--- src/rtl/dual_clock_fifo_pkg.sv ---
// dual_clock_fifo_pkg
//   Shared defaults for the single-clock FIFO (dual_clock_fifo) and its
//   storage array. Holds the default word width, the default depth and
//   the word type.
package dual_clock_fifo_pkg;

  localparam int DEFAULT_DATA_WIDTH = 8;
  localparam int DEFAULT_DEPTH      = 16;

  typedef logic [DEFAULT_DATA_WIDTH-1:0] fifo_word_t;

endpackage

--- src/rtl/dual_clock_fifo_mem.sv ---
// dual_clock_fifo_mem
//   DEPTH x DATA_WIDTH register array with a synchronous write port and
//   a synchronous, registered read port. The contents are not reset.
//   rdata holds its value in every cycle where re is low.
// Ports:
//   clk1  - clock
//   we    - write enable; wdata is stored at waddr on the rising edge
//   waddr - write address
//   wdata - write data
//   re    - read enable; mem[raddr] is loaded into rdata on the rising edge
//   raddr - read address
//   rdata - registered read data
module dual_clock_fifo_mem
  import dual_clock_fifo_pkg::*;
#(
  parameter int DATA_WIDTH = DEFAULT_DATA_WIDTH,
  parameter int DEPTH      = DEFAULT_DEPTH,
  parameter int ADDR_WIDTH = $clog2(DEPTH)
) (
  input  logic                  clk1,
  input  logic                  we,
  input  logic [ADDR_WIDTH-1:0] waddr,
  input  logic [DATA_WIDTH-1:0] wdata,
  input  logic                  re,
  input  logic [ADDR_WIDTH-1:0] raddr,
  output logic [DATA_WIDTH-1:0] rdata
);

  logic [DATA_WIDTH-1:0] mem_q [DEPTH];
  logic [DATA_WIDTH-1:0] rdata_q;

  // When the FIFO is full, a simultaneous read and write hit the same
  // address. The non-blocking read returns the old (oldest) word, which
  // is the FIFO ordering we want.
  always_ff @(posedge clk1) begin
    if (we) begin
      mem_q[waddr] <= wdata;
    end
    if (re) begin
      rdata_q <= mem_q[raddr];
    end
  end

  assign rdata = rdata_q;

endmodule

--- src/rtl/dual_clock_fifo.sv ---
// dual_clock_fifo
//   Single-clock synchronous FIFO. The name is historical; there is only
//   one clock domain (clk1). Reset is synchronous and active-low.
// Ports:
//   clk1     - sole clock
//   reset_n  - synchronous active-low reset
//   data_in  - write data
//   write_en - write request; accepted when not full or when reading too
//   read_en  - read request; accepted when not empty
//   data_out - registered read data; holds when no read is accepted
//   full     - DEPTH words stored
//   empty    - no words stored
//   overflow, underflow - sticky error flags, present only when
//                         DUAL_CLOCK_FIFO_ERR_EN is defined
module dual_clock_fifo
  import dual_clock_fifo_pkg::*;
#(
  parameter  int DATA_WIDTH = DEFAULT_DATA_WIDTH,
  parameter  int DEPTH      = DEFAULT_DEPTH,
  localparam int ADDR_WIDTH = $clog2(DEPTH)
) (
  input  logic                  clk1,
  input  logic                  reset_n,
  input  logic [DATA_WIDTH-1:0] data_in,
  input  logic                  write_en,
  input  logic                  read_en,
  output logic [DATA_WIDTH-1:0] data_out,
  output logic                  full,
`ifdef DUAL_CLOCK_FIFO_ERR_EN
  output logic                  overflow,
  output logic                  underflow,
`endif
  output logic                  empty
);

  logic [ADDR_WIDTH:0]   wptr_q, wptr_d;
  logic [ADDR_WIDTH:0]   rptr_q, rptr_d;
  logic                  dout_clr_q;
  logic                  wr_acc, rd_acc;
  logic [DATA_WIDTH-1:0] mem_rdata;

  assign empty = (wptr_q == rptr_q);
  assign full  = (wptr_q[ADDR_WIDTH] != rptr_q[ADDR_WIDTH]) &&
                 (wptr_q[ADDR_WIDTH-1:0] == rptr_q[ADDR_WIDTH-1:0]);

  assign wr_acc = write_en && (!full || read_en);
  assign rd_acc = read_en && !empty;

  always_comb begin
    wptr_d = wptr_q;
    rptr_d = rptr_q;
    if (wr_acc) wptr_d = wptr_q + 1'b1;
    if (rd_acc) rptr_d = rptr_q + 1'b1;
  end

  // The array has no reset, so data_out is forced to zero from reset
  // until the first accepted read reloads the array's read register.
  always_ff @(posedge clk1) begin
    if (!reset_n) begin
      wptr_q     <= '0;
      rptr_q     <= '0;
      dout_clr_q <= 1'b1;
    end else begin
      wptr_q <= wptr_d;
      rptr_q <= rptr_d;
      if (rd_acc) dout_clr_q <= 1'b0;
    end
  end

  dual_clock_fifo_mem #(
    .DATA_WIDTH(DATA_WIDTH),
    .DEPTH     (DEPTH),
    .ADDR_WIDTH(ADDR_WIDTH)
  ) u_mem (
    .clk1 (clk1),
    .we   (wr_acc && reset_n),
    .waddr(wptr_q[ADDR_WIDTH-1:0]),
    .wdata(data_in),
    .re   (rd_acc && reset_n),
    .raddr(rptr_q[ADDR_WIDTH-1:0]),
    .rdata(mem_rdata)
  );

  assign data_out = dout_clr_q ? '0 : mem_rdata;

`ifdef DUAL_CLOCK_FIFO_ERR_EN
  logic overflow_q, underflow_q;

  always_ff @(posedge clk1) begin
    if (!reset_n) begin
      overflow_q  <= 1'b0;
      underflow_q <= 1'b0;
    end else begin
      if (write_en && full && !read_en) overflow_q  <= 1'b1;
      if (read_en && empty)             underflow_q <= 1'b1;
    end
  end

  assign overflow  = overflow_q;
  assign underflow = underflow_q;
`endif

endmodule

--- config.mk ---
export PLATFORM = sky130hd
export DESIGN_NAME = dual_clock_fifo
export DESIGN_NICKNAME = d
export VERILOG_FILES = /design/src/rtl/dual_clock_fifo_pkg.sv /design/src/rtl/dual_clock_fifo_mem.sv /design/src/rtl/dual_clock_fifo.sv
export SDC_FILE = /design/constraint.sdc
export NUM_CORES = 1
export LEC_CHECK = 0
export ABC_CLOCK_PERIOD_IN_PS = 2200
export CAP_MARGIN = 20
export CELL_PAD_IN_SITES_DETAIL_PLACEMENT = 1
export CELL_PAD_IN_SITES_GLOBAL_PLACEMENT = 1
export CORE_MARGIN = 3
export CORE_UTILIZATION = 53
export DETAILED_ROUTE_END_ITERATION = 8
export HOLD_SLACK_MARGIN = 0.06
export PLACE_DENSITY_LB_ADDON = 0.1
export SYNTH_ARGS = -nofsm -noshare
export SYNTH_HDL_FRONTEND = slang
export SYNTH_SLANG_ARGS = --single-unit
--- constraint.sdc ---
create_clock -name clk1 -period 2.2 [get_ports clk1]
set_clock_uncertainty 0.15 [all_clocks]
set_input_delay 0.33 -clock clk1 [delete_from_list [all_inputs] [get_ports clk1]]
set_output_delay 0.33 -clock clk1 [all_outputs]
set_load 0.02 [all_outputs]
## Word level (Yosys, flattened, before mapping)

Memories as Yosys holds them, arrays and structs flattened. A register that Yosys moved wholly into a read port is not among the register bits.
Index checks and enable logic that the tools add are counted.

- Word-level logic and storage cells: 20
- Memory bits (writable): 128
- Output and inout port bits: 10
- Register bits: 11
- Input bits: 12
- Memories: 1

- Multiplexer cells: 3
- Add/subtract/negate cells: 2
- Reduce and logical (&&, ||, !) cells: 8
- Equality and inequality tests: 3

Memories:

| memory | depth | width | read ports | clocked after Yosys merged registers in | wr ports | line | text |
|---|---|---|---|---|---|---|---|
| u_mem.mem_q | 16 | 8 | 1 | 1 | 1 | dual_clock_fifo_mem.sv:29 | `logic [DATA_WIDTH-1:0] mem_q [DEPTH];` |

Operator list:

| operator | count |
|---|---|
| $add A5 B1 Y5 const B | 2 |
| $mux W8 | 1 |
| $eq A5 B5 Y1 | 1 |
| $logic_and A1 B1 Y1 | 5 |
| $eq A4 B4 Y1 | 1 |
| $logic_not A1 Y1 | 2 |
| $mux W1 | 2 |
| $logic_or A1 B1 Y1 | 1 |
| $ne A1 B1 Y1 | 1 |

## Longest topological paths before layout

Gate-level depths: netlist of the first run.

- Word-level depth: 8
- Gate-level depth with buffers: 7
- Depth with buffers taken out: 5

## Hierarchy

A second synthesis of the first run with hierarchy kept.

- Cells, all modules: 310
- Area, all modules: 5,926.9 um^2

Modules (own cells, without submodules):

| module | times used | area an instance (um^2) | cells an instance | seq. area each (um^2) |
|---|---|---|---|---|
| dual_clock_fifo_mem | 1 | 5,227.5 | 229 | 4,083.9 |
| dual_clock_fifo | 1 | 699.4 | 81 | 220.2 |

## Worst setup path after synthesis of the first run

Ideal clock, no wire load.

- Path kind: reg-to-reg
- Start: register rptr_q[3]
- End: memory u_mem.mem_q[12][0] (netlist bit), enable pin
- Data arrival time: 1,475 ps
- Buffers on the path: 2
- Setup slack: 243 ps
- Clock period less this slack: 1,957 ps
- Cell stages (with the launch flop): 7
- Library setup time: 332 ps
- Required time: 1,718 ps
- Path through: dfxtp_1 buf_4 xnor2_1 and4_4 a21oi_4 clkbuf_1 and3_1

- Longest elaborated chain between the ends: 8

RTL lines:

| item | line | text |
|---|---|---|
| from (decl) | dual_clock_fifo.sv:37 | `logic [ADDR_WIDTH:0] rptr_q, rptr_d;` |
| from (signal assigned) | dual_clock_fifo.sv:65 | `rptr_q <= rptr_d;` |
| $eq A4 B4 Y1 | dual_clock_fifo.sv:44 | `(wptr_q[ADDR_WIDTH-1:0] == rptr_q[ADDR_WIDTH-1:0]);` |
| $logic_and A1 B1 Y1 | dual_clock_fifo.sv:43 | `assign full = (wptr_q[ADDR_WIDTH] != rptr_q[ADDR_WIDTH]) &&` |
| $logic_not A1 Y1 | dual_clock_fifo.sv:46 | `assign wr_acc = write_en && (!full \|\| read_en);` |
| $logic_or A1 B1 Y1 | dual_clock_fifo.sv:46 |  |
| $logic_and A1 B1 Y1 | dual_clock_fifo.sv:46 |  |
| $logic_and A1 B1 Y1 | dual_clock_fifo.sv:76 | `.we (wr_acc && reset_n),` |
| $mux W1 | dual_clock_fifo_mem.sv:36 | `if (we) begin` |
| $mux W1 (not written as such) | dual_clock_fifo_mem.sv:37 | `mem_q[waddr] <= wdata;` |
| to (decl) | dual_clock_fifo_mem.sv:29 |  |

Every way passes these cells.

## Worst setup path after layout of the first run

- Start: register rptr_q[0]
- End: register u_mem.rdata_q[5], in the netlist u_mem.rdata[5] (read register of u_mem.mem_q), data pin

- Longest elaborated chain between the ends: 4

RTL lines:

| item | line | text |
|---|---|---|
| $eq A5 B5 Y1 | dual_clock_fifo.sv:42 | `assign empty = (wptr_q == rptr_q);` |
| $logic_not A1 Y1 | dual_clock_fifo.sv:47 | `assign rd_acc = read_en && !empty;` |
| $logic_and A1 B1 Y1 | dual_clock_fifo.sv:47 |  |
| $logic_and A1 B1 Y1 | dual_clock_fifo.sv:79 | `.re (rd_acc && reset_n),` |
| to (decl) | dual_clock_fifo_mem.sv:30 | `logic [DATA_WIDTH-1:0] rdata_q;` |

Several ways; a longest one is shown, not always the timed one.
A chain may end at the register's enable or synchronous reset.

==> impl_metrics.toml, run 1 <==
[route]
route.detailed.drc = 0
drtPass1Iterations = 5
vias = 3184
wl_per_cell_microns = 27.1
ant_nets = 0
drt_iter0_markers = 213
wl_mm = 14.3
vias_per_cell = 6.04

[place]
dp_hpwl_mm = 9.04
place_area_sq_mm = 0.00659
gp_congestion = 0.805
dpl.cell_count = 495
port_buffers = 21
post-place-ws_ns = -0.0662

[logic_synthesis]
syn-num-nets = 330
synth_edf_count = 136
syn-cell-area_sq_mm = 0.00600
synth_cell_types = 34
yosys-top-cells-area = "edfxtp_1 (68%), mux4_2 (9.4%), dfxtp_1 (3.7%), mux4_1 (3.1%), nor2b_1 (1.9%)"
synth-seq-area-share_pct = 71.7
synth_ff_type = "edfxtp_1"
synth_top_area_share_pct = 68.1
netlist_instances = 313
synth_seq_cells = 147
yosys_warnings = 0
synth_top_cell_by_area = "edfxtp_1"
syn_avg_cell_area_sq_um = 19.2
synthArstFlopShare_pct = 0

[floorplan]
die_y_microns = 112
fp-row-count = 38
dieArea_sq_mm = 0.0126
initial_utilization_pct = 54.9
ios = 22
core-area_sq_mm = 0.0109
die_w_microns = 112

[sta]
setup_viol = 0
period_needed_ns = 2.13
holdWs_ns = 0.390
fmaxAchievable_ghz = 0.469
finalCritPeriodShare_pct = 97.0
report.final.slew_viol_count = 0
setup_ws_ns = 0.0661
tightest_slew_ns = 0.818
hold_viol = 0
fin_tns_setup_ns = 0
rsz0062_at_grt = "no"
relSlewSlack_pct = 45.3

[critical_path]
critPathTopFamily = "multiplexers"
crit_type = "flop to flop"
crit_fanout = 8
cp_slowest_cell = "mux4_2"
worstPathArrival_ns = 2.14
critPathLaunchType = "flop"
crit_required_ns = 2.20
path_cells = "buf_4 -> buf_12 -> mux4_2 -> mux2i_1 -> a21oi_1"
cp_slowest_stage_delay_ns = 0.52
r2r-start = "rptr_q[0]$_SDFFE_PN0P_"
crit_path_end_kind = "flop"
path_buf_inv = 2
startpoint = "rptr_q[0]$_SDFFE_PN0P_"

[final_layout]
area_growth_pct = 19.7
seq_area_sq_mm = 0.00431
design_area_sq_mm = 0.00718
antennaDiodeCount = 0
nets = 391
multi_input_area_sq_mm = 0.00156
fillers = 927
post_route_cells_drive_above_1_share_pct = 26.4
fin_cells = 527

[global_route]
grt_overflow = 0
grt_max_degree = 36
grt_pass1_vias = 3402
grt_first_pass_wirelength_mm = 21.5
antenna_found_initial = 0
grt_usage_pct = 23.9

[cts]
clockBufferDepth = 2
cts_tree = "done"
htreeDepth = 4
clkLatencyLatePin_ns = 0.41
cts_sinks = 147
clk_pin_slew_ns = 0.06
hold_buffers = 0
numCtsBuffers = 17
clock-root-buffer = "clkbuf_16"

[status]
status = "finished clean"

[run]
drv_cap = 0

[pwr]
peakVddDrop_mv = 0.966
p_leak_uw = 0.00245
power_density_mw_per_mm2 = 980

[min_path]
hp-start = "wptr_q[4]$_SDFFE_PN0P_"
hp-class = "flop to flop"
==> path summary, 6_finish.rpt <==
| check | endpoint | slack [ns] | cells after the start |
|---|---|---|---|
| setup / recovery | u_mem.rdata[5]$_DFFE_PP_ | 0.07 | 5 |
| hold / removal | wptr_q[4]$_SDFFE_PN0P_ | 0.39 | 2 |
| setup reg to reg | u_mem.rdata[5]$_DFFE_PP_ | 0.07 | 5 |
| hold reg to reg | wptr_q[4]$_SDFFE_PN0P_ | 0.39 | 2 |
==> per-layer routing <==
metal,routed length [microns],global-route usage [%],up-vias
li1,-,-,1379
met2,7050,36.8,120
met4,226,8.25,0
met5,0,0,-
met1,6130,34.7,1669
met3,862,4.80,16
==> synthesized netlist by cell type, types with 2 or more instances <==
cell      count
nor2b_1      18
xor2_1        4
ha_1          5
buf_2         2
buf_6         2
nand3_1       3
o211ai_1      2
buf_4         7
mux2i_1      10
nand4_1       3
xnor2_1       7
edfxtp_1    136
nand2_1       7
dfxtp_1      11
a211oi_2      3
inv_1         3
a21oi_1      10
clkbuf_1      3
a211oi_1      5
nand2b_1      2
and3_1       17
mux4_1        7
nor2_1       11
mux4_2       25
==> cell usage in the layout (no fill, tap or decap), types with 2 or more instances in the layout <==
cell / count
a211oi_1: 5
a211oi_2: 3
a21oi_1: 10
and3_1: 16
buf_12: 4
buf_4: 33
bufinv_16: 4
clkbuf_16: 17
clkbuf_2: 2
clkdlybuf4s50_1: 19
clkinv_1: 4
clkinv_2: 5
dfxtp_1: 9
edfxtp_1: 136
ha_1: 5
inv_1: 3
mux2i_1: 10
mux4_1: 7
mux4_2: 25
nand2_1: 7
nand2b_1: 2
nand3_1: 3
nand4_1: 3
nor2_1: 11
nor2b_1: 18
o211ai_1: 2
xnor2_1: 7
xor2_1: 4
==> cell families (layout without fill, tap and decap cells) <==
logic type / Yosys count / in the layout / share of synthesized area (%)
AOI/OAI and AO/OA: 26 / 26 / 3.42
xor gates and xnor gates: 11 / 11 / 1.61
adders and majority gates: 5 / 5 / 1.04
buffers and inverters: 19 / 93 / 2.25
DFF: 147 / 147 / 71.7
muxes: 42 / 42 / 14.1
and+or+nand+nor: 63 / 63 / 5.84
==> flip-flops by register name (all words and copies together) (netlist names) <==
| signal | cells |
|---|---|
| dout_clr_q | 1 |
| rptr_q | 5 |
| wptr_q | 5 |
| u_mem.mem_q | 128 |
| u_mem.rdata | 8 |
==> power breakdown <==
part	internal (uW)	leakage, uW	total (uW)	switching, uW
clock	1870	0.000293	2930	1070
sequential	3120	0.00132	3170	46.8
combinational	465	0.000837	936	471
total	5450	0.00245	7040	1580
==> tightest hold or removal path, cell delays in order (launching register included) <==
cell and delay, ns:
dfxtp_1 0.36, nand2_1 0.08, mux2i_1 0.06
==> metrics by stage <==
stage | power, uW | utilization [%]
2_1_floorplan | 3810 | -
3_3_place_gp | 4130 | 60.3
3_5_place_dp | 4160 | 60.3
4_1_cts | 7100 | 65.8
5_1_grt | 7290 | 65.7
6_report | 7040 | 65.7
==> cell type report <==
| type | count | share of cell area (%) |
|---|---|---|
| clock buffer | 18 | 5.97 |
| clock inverter | 14 | 2.33 |
| inverter | 3 | 0.157 |
| multi-input combinational | 147 | 21.8 |
| sequential | 147 | 60.0 |
| tap | 140 | 2.44 |
| timing repair buffer | 58 | 7.35 |
==> repair_timing <==
item / in CTS / in global routing
gates resized for setup: 5 / 4
setup endpoints to repair: 3 / 10
endpoints found under the hold margin: 0 / 0
setup buffers: 0 / 0
No activity file was read; power rests on OpenSTA's default activity.
==> run 2, diff against run 1 <==
--- a/config.mk
+++ b/config.mk
@@ -10,10 +10,11 @@
 export CELL_PAD_IN_SITES_DETAIL_PLACEMENT = 1
 export CELL_PAD_IN_SITES_GLOBAL_PLACEMENT = 1
 export CORE_MARGIN = 3
-export CORE_UTILIZATION = 53
+export CORE_UTILIZATION = 45
 export DETAILED_ROUTE_END_ITERATION = 8
 export HOLD_SLACK_MARGIN = 0.06
 export PLACE_DENSITY_LB_ADDON = 0.1
+export SLEW_MARGIN = 30
 export SYNTH_ARGS = -nofsm -noshare
 export SYNTH_HDL_FRONTEND = slang
 export SYNTH_SLANG_ARGS = --single-unit
==> run 2 against run 1 <==
  * Clock power down 2%
  * Setup slack better by 0.060 ns
  * Cell area up 3.0%
  * Via count down 3.9%
  * Critical path depth down 3
  * Non-clock buffer count down 4
  * Critical endpoint is now data_out[5]
==> impl_metrics.toml, run 2 (synthesized netlist as in run 1, its figures left out) <==
[pwr]
finalPower_uw = 6930
p_leak_uw = 0.00246
power_density_mw_per_mm2 = 936
peakVddDrop_mv = 0.449

[final_layout]
post_route_cells_drive_above_1_share_pct = 27.7
area_growth_pct = 23.4
fin_util_pct = 57.7
nets = 387
antennaDiodeCount = 0
fillers = 1164
largest_register_ffs = 128
largest-register = "u_mem.mem_q"
layout_common_cells = "edfxtp_1 (136), mux4_2 (25), clkdlybuf4s50_1 (19), nor2b_1 (18), buf_12 (18)"
layout.cells.most_common = "edfxtp_1"

[route]
vias_per_cell = 5.51
wl_mm = 12.6
ant_nets = 0
wl_per_cell_microns = 22.7
drtPass1Iterations = 4
route.detailed.drc = 0
vias = 3059
drt_iter0_markers = 289

[sta]
hold_viol = 0
relSlewSlack_pct = 58.7
fmaxAchievable_ghz = 0.482
finalCritPeriodShare_pct = 94.2
setup_viol = 0
tightest_slew_ns = 0.617
fin_tns_setup_ns = 0
report.final.slew_viol_count = 0
period_needed_ns = 2.07
rsz0062_at_grt = "no"
holdWs_ns = 0.374

[status]
status = "finished clean"

[floorplan]
core-area_sq_mm = 0.0128
ios = 22
fp-row-count = 41
dieArea_sq_mm = 0.0148
initial_utilization_pct = 46.8
die_w_microns = 121
die_y_microns = 121

[global_route]
grt_first_pass_wirelength_mm = 19.8
grt_overflow = 0
grt_max_degree = 36
grt_usage_pct = 18.7
antenna_found_initial = 0
grt_pass1_vias = 3394

[critical_path]
worstPathArrival_ns = 1.59
reg2reg_slack_ns = 0.14
crit_fanout = 9
crit_required_ns = 1.72
critPathLaunchType = "flop"
crit_type = "flop to primary output"
crit_path_end_kind = "primary output"

[cts]
cts_tree = "done"
clk_pin_slew_ns = 0.06
cts_setup_buffers = 0
numCtsBuffers = 17
clkLatencyLatePin_ns = 0.42
clockBufferDepth = 2
clock-root-buffer = "clkbuf_16"
cts_sinks = 147
htreeDepth = 4

[place]
dp_hpwl_mm = 8.34
port_buffers = 21
gp_congestion = 0.752

[min_path]
hp-class = "flop to flop"

[run]
drv_cap = 0
run 2: changes by cell type in the layout (fill, tap and decap cells not counted), sizes merged:
cell,delta
buf,-2
bufinv,-1
clkinv,-6
clkinvlp,+3
inv,+2
run 2: final timing paths:
kind | from | end | depth (start not counted)
worst max-delay path | dout_clr_q$_SDFFE_PN1P_ | data_out[5] | 2
worst min-delay path | wptr_q[4]$_SDFFE_PN0P_ | wptr_q[4]$_SDFFE_PN0P_ | 2
worst max register to register | rptr_q[1]$_SDFFE_PN0P_ | u_mem.rdata[1]$_DFFE_PP_ | 4
worst min register to register | wptr_q[4]$_SDFFE_PN0P_ | wptr_q[4]$_SDFFE_PN0P_ | 2
run 2: critical path: stages, from the launching register on:
cell	delay (ns)
dfxtp_2	0.39
nor2b_1	0.15
clkdlybuf4s50_1	0.63
run 2: area by class of cell:
| cell class | instances | area, sq um | share of cell area (%) |
|---|---|---|---|
| Sequential cell | 147 | 4310 | 58.2 |
| Multi-Input combinational cell | 147 | 1590 | 21.5 |
| Timing Repair Buffer | 54 | 677 | 9.14 |
| Clock buffer | 20 | 437 | 5.90 |
| Tap cell | 172 | 215 | 2.91 |
| Clock inverter | 12 | 156 | 2.11 |
| Inverter | 3 | 11.3 | 0.152 |
run 2: stage by stage:
stage / worst slack, ns / instance area, sq um / instances
after CTS: 0.00511 / 7380 / 555
after global placement: 0.0525 / 6780 / 523
after floorplan: 0.243 / 6000 / 313
after global routing: 0.0279 / 7400 / 555
after detailed placement: 0.0275 / 6780 / 523
final: 0.127 / 7400 / 555
run 2: repair_timing:
action,in CTS,in global routing
pin swaps,1,4
endpoints found under the setup margin,2,13
hold buffers,0,0
gates resized for setup,8,10
run 2: layer usage:
| layer | up-vias | track usage (%) | part of all wire (%) |
|---|---|---|---|
| li1 | 1373 | - | - |
| met1 | 1613 | 24.4 | 43 |
| met2 | 57 | 30.8 | 52 |
| met3 | 16 | 3.92 | 3.8 |
| met4 | 0 | 7.35 | 1.5 |
| met5 | - | 0 | 0 |
run 2: power breakdown:
part	total (uW)	leakage (uW)	switching (uW)	internal (uW)
sequential	3160	0.00132	41.3	3120
combinational	894	0.000863	447	447
clock	2870	0.000277	1090	1780
